[src/rtl/vec_alu_sequencer.sv]
// vec_alu_sequencer: walks one vector command through the shared 64-bit lane ALU.
// Each element takes three cycles: operand read, ALU issue, result write-back.
// Operand read data arrives the cycle after rd_en. It is presented to the ALU in
// that same cycle and also captured so that alu_a/b/c hold between elements.
// The ALU result is presented to the result bank directly on the first WB cycle.
// It is captured at the same time so that wr_data stays stable while wr_ready is low.
module vec_alu_sequencer #(
    parameter int AW  = 8,
    parameter int VLW = 8
) (
    input  logic           clk,
    input  logic           rstn,
    input  logic           cmd_valid,
    output logic           cmd_ready,
    input  logic [2:0]     cmd_op,
    input  logic [2:0]     cmd_width,
    input  logic [VLW-1:0] cmd_vl,
    input  logic [AW-1:0]  cmd_src_base,
    input  logic [AW-1:0]  cmd_dst_base,
    output logic           rd_en,
    output logic [AW-1:0]  rd_addr,
    input  logic [63:0]    rd_a,
    input  logic [63:0]    rd_b,
    input  logic [63:0]    rd_c,
    output logic [63:0]    alu_a,
    output logic [63:0]    alu_b,
    output logic [63:0]    alu_c,
    output logic [2:0]     alu_op,
    output logic [2:0]     alu_width,
    output logic           alu_enable,
    input  logic [63:0]    alu_out,
    output logic           wr_en,
    output logic [AW-1:0]  wr_addr,
    output logic [63:0]    wr_data,
    input  logic           wr_ready,
    output logic           busy,
    output logic           done,
    output logic           err
);

    typedef enum logic [2:0] {
        S_IDLE = 3'd0,
        S_READ = 3'd1,
        S_EXEC = 3'd2,
        S_WB   = 3'd3,
        S_DONE = 3'd4
    } state_t;

    state_t         state_q, state_d;
    logic [VLW-1:0] idx_q, idx_d;
    logic [VLW-1:0] vl_q, vl_d;
    logic [2:0]     op_q, op_d;
    logic [2:0]     width_q, width_d;
    logic [AW-1:0]  src_q, src_d;
    logic [AW-1:0]  dst_q, dst_d;
    logic           err_q, err_d;
    logic           busy_q, busy_d;
    logic           cmd_ready_q, cmd_ready_d;
    logic           done_q, done_d;
    logic           rd_en_q, rd_en_d;
    logic [AW-1:0]  rd_addr_q, rd_addr_d;
    logic           alu_enable_q, alu_enable_d;
    logic           wr_en_q, wr_en_d;
    logic [AW-1:0]  wr_addr_q, wr_addr_d;
    logic           wb_first_q, wb_first_d;
    logic [63:0]    wr_hold_q, wr_hold_d;
    logic [63:0]    opnd_a_q, opnd_a_d;
    logic [63:0]    opnd_b_q, opnd_b_d;
    logic [63:0]    opnd_c_q, opnd_c_d;

    logic           illegal_s;
    logic           last_elem_s;

    assign illegal_s   = cmd_op[2] | cmd_width[2];
    assign last_elem_s = (idx_q == (vl_q - VLW'(1)));

    // Next-state and next-output computation for the sequencer FSM.
    always_comb begin
        state_d      = state_q;
        idx_d        = idx_q;
        vl_d         = vl_q;
        op_d         = op_q;
        width_d      = width_q;
        src_d        = src_q;
        dst_d        = dst_q;
        err_d        = err_q;
        busy_d       = busy_q;
        cmd_ready_d  = cmd_ready_q;
        done_d       = 1'b0;
        rd_en_d      = 1'b0;
        rd_addr_d    = rd_addr_q;
        alu_enable_d = 1'b0;
        wr_en_d      = 1'b0;
        wr_addr_d    = wr_addr_q;
        wb_first_d   = 1'b0;
        wr_hold_d    = wr_hold_q;
        opnd_a_d     = opnd_a_q;
        opnd_b_d     = opnd_b_q;
        opnd_c_d     = opnd_c_q;

        case (state_q)
            S_IDLE: begin
                if (cmd_valid) begin
                    op_d        = cmd_op;
                    width_d     = cmd_width;
                    vl_d        = cmd_vl;
                    src_d       = cmd_src_base;
                    dst_d       = cmd_dst_base;
                    idx_d       = {VLW{1'b0}};
                    busy_d      = 1'b1;
                    cmd_ready_d = 1'b0;
                    if (illegal_s) begin
                        err_d   = 1'b1;
                        done_d  = 1'b1;
                        state_d = S_DONE;
                    end else if (cmd_vl == {VLW{1'b0}}) begin
                        err_d   = 1'b0;
                        done_d  = 1'b1;
                        state_d = S_DONE;
                    end else begin
                        err_d     = 1'b0;
                        rd_en_d   = 1'b1;
                        rd_addr_d = cmd_src_base;
                        state_d   = S_READ;
                    end
                end else begin
                    state_d = S_IDLE;
                end
            end
            S_READ: begin
                alu_enable_d = 1'b1;
                state_d      = S_EXEC;
            end
            S_EXEC: begin
                // Keep the operands just issued so alu_a/b/c hold afterwards.
                opnd_a_d   = rd_a;
                opnd_b_d   = rd_b;
                opnd_c_d   = rd_c;
                wr_en_d    = 1'b1;
                wr_addr_d  = dst_q + AW'(idx_q);
                wb_first_d = 1'b1;
                state_d    = S_WB;
            end
            S_WB: begin
                if (wb_first_q) begin
                    wr_hold_d = alu_out;
                end else begin
                    wr_hold_d = wr_hold_q;
                end
                if (wr_ready) begin
                    if (last_elem_s) begin
                        done_d  = 1'b1;
                        state_d = S_DONE;
                    end else begin
                        idx_d     = idx_q + VLW'(1);
                        rd_en_d   = 1'b1;
                        rd_addr_d = src_q + AW'(idx_q) + AW'(1);
                        state_d   = S_READ;
                    end
                end else begin
                    wr_en_d = 1'b1;
                    state_d = S_WB;
                end
            end
            S_DONE: begin
                busy_d      = 1'b0;
                cmd_ready_d = 1'b1;
                state_d     = S_IDLE;
            end
            default: begin
                busy_d      = 1'b0;
                cmd_ready_d = 1'b1;
                state_d     = S_IDLE;
            end
        endcase
    end

    // State, latched command and registered outputs; reset abandons any command.
    always_ff @(posedge clk or negedge rstn) begin
        if (!rstn) begin
            state_q      <= S_IDLE;
            idx_q        <= {VLW{1'b0}};
            vl_q         <= {VLW{1'b0}};
            op_q         <= 3'd0;
            width_q      <= 3'd0;
            src_q        <= {AW{1'b0}};
            dst_q        <= {AW{1'b0}};
            err_q        <= 1'b0;
            busy_q       <= 1'b0;
            cmd_ready_q  <= 1'b1;
            done_q       <= 1'b0;
            rd_en_q      <= 1'b0;
            rd_addr_q    <= {AW{1'b0}};
            alu_enable_q <= 1'b0;
            wr_en_q      <= 1'b0;
            wr_addr_q    <= {AW{1'b0}};
            wb_first_q   <= 1'b0;
            wr_hold_q    <= 64'd0;
            opnd_a_q     <= 64'd0;
            opnd_b_q     <= 64'd0;
            opnd_c_q     <= 64'd0;
        end else begin
            state_q      <= state_d;
            idx_q        <= idx_d;
            vl_q         <= vl_d;
            op_q         <= op_d;
            width_q      <= width_d;
            src_q        <= src_d;
            dst_q        <= dst_d;
            err_q        <= err_d;
            busy_q       <= busy_d;
            cmd_ready_q  <= cmd_ready_d;
            done_q       <= done_d;
            rd_en_q      <= rd_en_d;
            rd_addr_q    <= rd_addr_d;
            alu_enable_q <= alu_enable_d;
            wr_en_q      <= wr_en_d;
            wr_addr_q    <= wr_addr_d;
            wb_first_q   <= wb_first_d;
            wr_hold_q    <= wr_hold_d;
            opnd_a_q     <= opnd_a_d;
            opnd_b_q     <= opnd_b_d;
            opnd_c_q     <= opnd_c_d;
        end
    end

    assign cmd_ready  = cmd_ready_q;
    assign busy       = busy_q;
    assign done       = done_q;
    assign err        = err_q;
    assign rd_en      = rd_en_q;
    assign rd_addr    = rd_addr_q;
    assign alu_enable = alu_enable_q;
    assign alu_op     = op_q;
    assign alu_width  = width_q;
    assign wr_en      = wr_en_q;
    assign wr_addr    = wr_addr_q;

    // Operand read data is live during the issue cycle, held copy otherwise.
    assign alu_a = alu_enable_q ? rd_a : opnd_a_q;
    assign alu_b = alu_enable_q ? rd_b : opnd_b_q;
    assign alu_c = alu_enable_q ? rd_c : opnd_c_q;

    // Fresh ALU result on the first write-back cycle, captured copy while stalled.
    assign wr_data = wr_en_q ? (wb_first_q ? alu_out : wr_hold_q) : 64'd0;

endmodule

[config.mk]
export PLATFORM = sky130hd
export DESIGN_NAME = vec_alu_sequencer
export DESIGN_NICKNAME = d
export VERILOG_FILES = /design/src/rtl/vec_alu_sequencer.sv
export SDC_FILE = /design/constraint.sdc
export NUM_CORES = 1
export LEC_CHECK = 0
export ABC_AREA = 1
export BUFFER_PORTS_ARGS = -buffer_cell sky130_fd_sc_hd__clkbuf_2
export CAP_MARGIN = 25
export CORE_AREA = 2 2 222 224
export CTS_CLUSTER_SIZE = 24
export DETAILED_ROUTE_END_ITERATION = 10
export DIE_AREA = 0 0 224 226
export PLACE_DENSITY_LB_ADDON = 0.12
export SLEW_MARGIN = 10
export SYNTH_ARGS = -nofsm -noshare
export SYNTH_HDL_FRONTEND = slang
export SYNTH_SLANG_ARGS = --single-unit
[constraint.sdc]
create_clock -name clk -period 5 [get_ports clk]
set_input_delay 0.5 -clock clk [delete_from_list [all_inputs] [get_ports clk]]
set_output_delay 0.5 -clock clk [all_outputs]
set_load 0.01 [all_outputs]
==> results of run 1 <==
power by group:
group	leakage [nW]	internal [mW]	total [mW]	switching, mW
combinational	6.63	2.42	6.64	4.22
clock	0.675	1.85	2.99	1.14
sequential	4.00	3.83	4.55	0.715
total	11.3	8.10	14.2	6.08
metal layers:
metal | wire, µm | part of all wire [%] | vias up | GRT usage (%)
li1 | - | - | 7518 | -
met1 | 21660 | 43 | 6919 | 24.68
met2 | 24190 | 48 | 416 | 32.14
met3 | 3399 | 6.7 | 79 | 5.295
met4 | 1412 | 2.8 | 2 | 6.452
met5 | 13 | 0.026 | - | 0
registers in the layout, summed over array words and instances, names as in the netlist, 8 cells and up:
| signal | cells |
|---|---|
| opnd_a_q | 64 |
| opnd_b_q | 64 |
| opnd_c_q | 64 |
| wr_hold_q | 64 |
| dst_q | 8 |
| idx_q | 8 |
| rd_addr | 8 |
| src_q | 8 |
| vl_q | 8 |
| wr_addr | 8 |
kinds of logic (layout without fill, tap and decap cells):
logic type | after synthesis | after routing | share of synthesized area, %
muxes | 64 | 64 | 3.999
xor gates and xnor gates | 20 | 20 | 1.094
adders and majority gates | 18 | 18 | 1.500
other | 0 | 3 | 0
buffers and inverters | 359 | 892 | 8.819
DFF | 321 | 321 | 50.16
and+or+nand+nor | 752 | 752 | 18.50
AOI/OAI and AO/OA | 504 | 504 | 15.93
stage by stage:
step | total power, mW | instance area [µm²] | setup WS, ns | hold slack (ns) | std cells
finish | 14.18 | 20740 | 2.011 | -0.07680 | 3196
global route | 15.47 | 20740 | 1.835 | 0.0003336 | 3196
CTS | 14.38 | 20700 | 1.713 | 0.001079 | 3192
detailed placement | 11.29 | 19350 | 2.326 | 0.4638 | 3122
global placement | 11.16 | 19300 | 2.331 | 0.4633 | 3120
floorplan | 8.751 | 16020 | 3.100 | 0.2044 | 2038
layout by cell type (no fill, tap or decap), types with 4 or more instances in the layout:
master and n:
buf_4 5, bufinv_16 4, ha_1 16, o21ai_0 275, xnor2_1 7, clkinv_2 10, inv_1 230, a21oi_1 204
xor2_1 13, o21ai_1 13, nand4_1 5, mux2i_1 64, dfrtp_1 318, clkbuf_1 5, clkbuf_8 10, buf_12 6
nand2_1 419, nor2_1 285, clkbuf_2 573, clkbuf_16 41, nand3_1 30
final cells by class:
type	count	area, µm²
Fill cell	4986	27600
Tap cell	622	778.2
Clock buffer	56	1182
Inverter	235	890.9
Multi-Input combinational cell	1358	6571
Timing Repair Buffer	587	3095
Clock inverter	14	172.7
Antenna cell	3	7.507
Sequential cell	321	8041
worst register-to-register path, cell delays in order, from the launching register on:
cell      delay [ns]
dfrtp_1         0.47
nor3_4          0.43
clkinv_2        0.77
buf_4           0.58
nand2_1         0.11
o21ai_0         0.09
worst max-delay path by stage:
stage,slack (ns),endpoint,depth (start not counted)
after global placement,2.33,alu_a[58],4
after global routing,1.83,alu_a[34],5
after detailed placement,2.33,alu_a[34],4
after CTS,1.71,alu_a[33],4
after floorplan,3.10,alu_a[21],5
final,2.01,alu_a[34],5
==> flow_summary_export.csv, run 1 <==
group,metric,value,unit
status,outcome,"complete, but fails checks",
status,failed_checks,"hold timing",
place,io_buffers,574,
global_route,grt_max_degree,217,
synthesis,synth_top_cell_area_share,49.99,%
setup_path,crit_required,4.50,ns
final_layout,area.growth.synth_to_final,29.48,%
setup_path,reg2reg_depth,5,
synthesis,synth_async_sr_flop_share,100.0,%
floorplanning,placementRows,81,
power_and_ir_drop,pwr_density_cell,683.9,mW/mm²
synthesis,synthTopCellsByArea,"dfrtp_1 50%, nand2_1 9.8%, o21ai_0 8.6%, nor2_1 6.7%, a21oi_1 6.4%",
floorplanning,floorplan.core_area,0.04834,mm²
floorplanning,die_w,224,µm
clocking,cts.reportedPaths.clkPinSlew,0.06,ns
detailed_routing,route.detailed.wl_per_inst,15.86,µm
clocking,cts_made_buffers,40,
global_route,global_route.overflow_total,0,
detailed_routing,detail_route.iter0.violations,1076,
power_and_ir_drop,ir_drop,0.3239,mV
sta,timing.slew.headroom,36.23,%
place,place_congestion,0.8177,
setup_path,regToRegEndpoint,"wr_hold_q[6]",
setup_path,cp_num_buf_inv,3,
synthesis,netlist_instances,2038,
synthesis,synth.top_cells.by_count,"419 x nand2_1, 320 x dfrtp_1, 285 x nor2_1",
synthesis,synthesis.yosys.warnings,0,
floorplanning,i_o_pin_count,575,
setup_path,timing.critical_path.arrival,2.49,ns
final_layout,final_core_utilization,42.90,%
sta,worst_slew_pin_slew,0.9556,ns
sta,final_min_period_over_clock_period,59.78,%
sta,rsz0062_at_grt,"false",
detailed_routing,post-route-drc-count,0,
clocking,postCtsHoldBufs,0,
global_route,grt_use_total,19.46,%
synthesis,synthesis.nets,2346,
clocking,post_cts_resized,0,
detailed_routing,drt-vias-per-instance,4.673,
setup_path,r2r-start,"state_q[2]",
setup_path,path_class,"reg2out",
clocking,tritoncts_num_sinks,321,
sta,timing.setup.tns,0,ns
setup_path,slowest_delay,0.54,ns
clocking,max-clock-path-buffers,3,
synthesis,synth_ff_type,"dfrtp_1",
clocking,clk_latency,0.54,ns
synthesis,ys_ff_latch,321,
detailed_routing,detailroute.via_count,14930,
sta,timing_hold_violations_final,25,
setup_path,maximum_fanout_encountered_on_the_critical_timing_path,129,
global_route,global_route_wire_length_before_repair,77870,µm
sta,clock-skew-final,0.01305,ns
sta,worst_hold_slack,-0.07680,ns
setup_path,worst_reg_to_reg_setup_slack,2.41,ns
setup_path,crit_path_start,"alu_enable",
sta,final_max_slew_viol_count,0,
synthesis,syn_avg_cell_area,7.860,µm²
global_route,grt_antenna_before_repair,5,
clocking,cts_htree_levels,2,
clocking,clk_root_buffer_cell,"clkbuf_16",
synthesis,synth.lib_cells_used.distinct,36,
synthesis,synth_enable_flop_cells,0,
synthesis,synthesis.area,0.01602,mm²
sta,period_minus_slack,2.989,ns
floorplanning,die-area,0.05062,mm²
global_route,via_count_of_the_first_global_routing_pass,13980,
floorplanning,floorplan.initialDensity,33.13,%
sta,setup_violations,0,
hold_path,holdCritPathClass,"in2async",
setup_path,timing.critical_path.to_type,"output pin",
setup_path,ordered_list_of_cells_on_the_worst_path,"buf_16 > buf_12 > nor2_1 > a21oi_1 > clkbuf_2",
synthesis,synthDominantAreaCellType,"dfrtp_1",
place,post-dp-hpwl,36210,µm
power_and_ir_drop,p_leak,11.30,nW
setup_path,crit_slowest_cell,"dfrtp_4",
detailed_routing,postRouteWirelength,50680,µm
sta,fmaxAchievable,0.3345,GHz
detailed_routing,detailedRoute.firstPassIterationCount,6,
clocking,post_cts.repair.setup_buffers,0,
synthesis,proportion_of_synthesized_chip_area_in_sequential_cells,50.16,%
floorplanning,chipHeight,226,µm
job,max_cap_viol_count,0,
detailed_routing,ant_nets,0,
final_layout,layout-drive-gt1-share,26.18,%
setup_path,critical_path.startpoint_type,"flip-flop",
clocking,tritoncts_clock_tree,"done",
setup_path,critical_path.top_delay_family,"buffers and inverters",
synthesis,synthMostInstantiatedCell,"nand2_1",
final_layout,layout.nets,2851,
Power figures use the tool's default switching activity.
==> run 2: changes to the inputs <==
--- a/config.mk
+++ b/config.mk
@@ -8,10 +8,10 @@
 export ABC_AREA = 1
 export BUFFER_PORTS_ARGS = -buffer_cell sky130_fd_sc_hd__clkbuf_2
 export CAP_MARGIN = 25
-export CORE_AREA = 2 2 222 224
+export CORE_AREA = 2 2 224 226
 export CTS_CLUSTER_SIZE = 24
 export DETAILED_ROUTE_END_ITERATION = 10
-export DIE_AREA = 0 0 224 226
+export DIE_AREA = 0 0 226 228
 export PLACE_DENSITY_LB_ADDON = 0.12
 export SLEW_MARGIN = 10
 export SYNTH_ARGS = -nofsm -noshare
==> constraint.sdc (replaced) <==
create_clock -name clk -period 2.78 [get_ports clk]
set_input_delay 0.278 -clock clk [delete_from_list [all_inputs] [get_ports clk]]
set_output_delay 0.278 -clock clk [all_outputs]
set_load 0.01 [all_outputs]
==> flow_summary_export.csv, run 2 (synthesis results as in run 1) <==
group,metric,value,unit
global_route,global_route_wire_length_before_repair,82430,µm
detailed_routing,detailroute.via_count,15740,
sta,period_minus_slack,2.438,ns
floorplanning,die-area,0.05153,mm²
setup_path,crit_path_start,"wb_first_q",
power_and_ir_drop,pwr_density_cell,1122,mW/mm²
setup_path,slowest_delay,0.79,ns
setup_path,maximum_fanout_encountered_on_the_critical_timing_path,31,
clocking,cts.reportedPaths.clkPinSlew,0.06,ns
place,io_buffers,574,
sta,worst_slew_pin_slew,0.6900,ns
setup_path,worst_reg_to_reg_setup_slack,0.69,ns
global_route,global_route.overflow_total,0,
final_layout,area.growth.synth_to_final,42.52,%
place,place_congestion,0.8302,
clocking,tritoncts_clock_tree,"done",
setup_path,crit_slowest_cell,"dfrtp_4",
final_layout,layout_common_cells,"573 x clkbuf_2, 419 x nand2_1, 318 x dfrtp_1",
sta,timing.slew.headroom,54.00,%
floorplanning,placementRows,82,
hold_path,holdCritPathClass,"in2reg",
setup_path,crit_required,2.50,ns
detailed_routing,drt-vias-per-instance,4.558,
sta,rsz0062_at_grt,"false",
detailed_routing,post-route-drc-count,0,
final_layout,layout-drive-gt1-share,24.44,%
detailed_routing,detail_route.iter0.violations,978,
final_layout,antenna-diode-count,0,
setup_path,timing.critical_path.to_type,"output pin",
power_and_ir_drop,ir_drop,0.5356,mV
setup_path,timing.critical_path.arrival,2.16,ns
final_layout,filler_cell_count,4911,
floorplanning,die_w,226,µm
clocking,post_cts_resized,0,
detailed_routing,ant_nets,0,
job,max_cap_viol_count,0,
setup_path,reg2reg_depth,5,
sta,clock-skew-final,0.01809,ns
final_layout,most_frequent_standard_cell_in_the_layout_excluding_fill_and_tap_cells,"clkbuf_2",
setup_path,r2r-start,"state_q[2]",
global_route,via_count_of_the_first_global_routing_pass,15250,
sta,final_max_slew_viol_count,0,
global_route,grt_use_total,20.14,%
clocking,max-clock-path-buffers,3,
sta,timing.setup.tns,0,ns
clocking,clk_root_buffer_cell,"clkbuf_16",
floorplanning,i_o_pin_count,575,
setup_path,critical_path.startpoint_type,"flip-flop",
place,post-place-ws,0.7303,ns
place,post-dp-hpwl,36720,µm
detailed_routing,postRouteWirelength,52750,µm
final_layout,layout.nets,3063,
floorplanning,floorplan.initialDensity,32.46,%
setup_path,path_class,"reg2out",
setup_path,crit_path_end,"wr_data[18]",
clocking,cts_htree_levels,2,
power_and_ir_drop,p_leak,12.16,nW
sta,setup_slack,0.3419,ns
floorplanning,floorplan.core_area,0.04935,mm²
sta,final_min_period_over_clock_period,87.70,%
sta,setup_violations,0,
setup_path,regToRegEndpoint,"wr_hold_q[42]",
detailed_routing,detailedRoute.firstPassIterationCount,5,
sta,fmaxAchievable,0.4102,GHz
detailed_routing,route.detailed.wl_per_inst,15.27,µm
status,outcome,"finished, final reports clean",
clocking,clk_latency,0.54,ns
clocking,cts_made_buffers,39,
sta,timing_hold_violations_final,0,
setup_path,ordered_list_of_cells_on_the_worst_path,"buf_4 > mux2i_1 > nor2_1 > clkbuf_2",
global_route,grt_max_degree,135,
clocking,tritoncts_num_sinks,321,
global_route,grt_antenna_before_repair,0,
floorplanning,chipHeight,228,µm
-- run 2: cell types whose count changed in the layout (fill, tap and decap cells not counted), sizes merged --
cell,delta
dlygate4sd3,+201
buf,+12
diode,-3
bufinv,-2
-- run 2: where the power goes --
group	switching (mW)	internal (mW)	total (mW)	leakage, nW
Sequential	1.34	6.89	8.23	4.00
Clock	2.04	3.06	5.09	0.629
Combinational	7.67	4.61	12.3	7.53
-- run 2: worst max-delay path: cells and delay by family (launching register included) --
| kind | cells | cell delay (ns) |
|---|---|---|
| buffers and inverters | 2 | 0.44 |
| DFF | 1 | 0.79 |
| and+or+nand+nor | 1 | 0.07 |
| muxes | 1 | 0.26 |
-- run 2: cell type report --
class / instances / area, µm² / share of cell area, %
tap: 672 / 840.8 / 3.683
inverter: 235 / 890.9 / 3.902
clock inverter: 12 / 112.6 / 0.4933
clock buffer: 56 / 1152 / 5.048
multi-input combinational: 1358 / 6571 / 28.78
sequential: 321 / 8041 / 35.22
timing repair buffer: 800 / 5220 / 22.87
-- run 2: routing by layer --
| layer | vias up | track usage, % | wire length, µm |
|---|---|---|---|
| li1 | 7916 | - | - |
| met1 | 7298 | 24.79 | 22140 |
| met2 | 424 | 33.83 | 25300 |
| met3 | 104 | 5.255 | 3523 |
| met4 | 0 | 7.368 | 1778 |
| met5 | - | 0 | 0 |
-- run 2: worst min path at each step --
stage	from	end	slack, ns	cells after the start
6_report	rd_b[6]	opnd_b_q[6]	0.03	3
3_3_place_gp	rstn	opnd_b_q[0]	0.27	1
5_1_grt	rd_c[30]	opnd_c_q[30]	0.02	3
4_1_cts	rd_b[50]	opnd_b_q[50]	0.000005	3
3_5_place_dp	rstn	opnd_b_q[63]	0.27	1
2_1_floorplan	rstn	alu_enable	-0.02	0
-- run 2: what timing repair did --
action	4_1_cts	5_1_grt
hold buffers	201	0
buffers inserted	0	0
hold endpoints to repair	248	0
-- run 2: stage by stage --
step                instances  hold slack [ns]  total power [mW]  instance area [µm²]  utilization (%)
finish                   3454          0.02916             25.60                22830            46.26
floorplan                2038         -0.01759             15.74                16020                -
CTS                      3454      0.000005440             25.94                22830            46.26
global route             3454          0.01776             27.90                22830            46.26
detailed placement       3185           0.2710             20.46                19550            39.62
global placement         3185           0.2680             20.26                19550            39.62
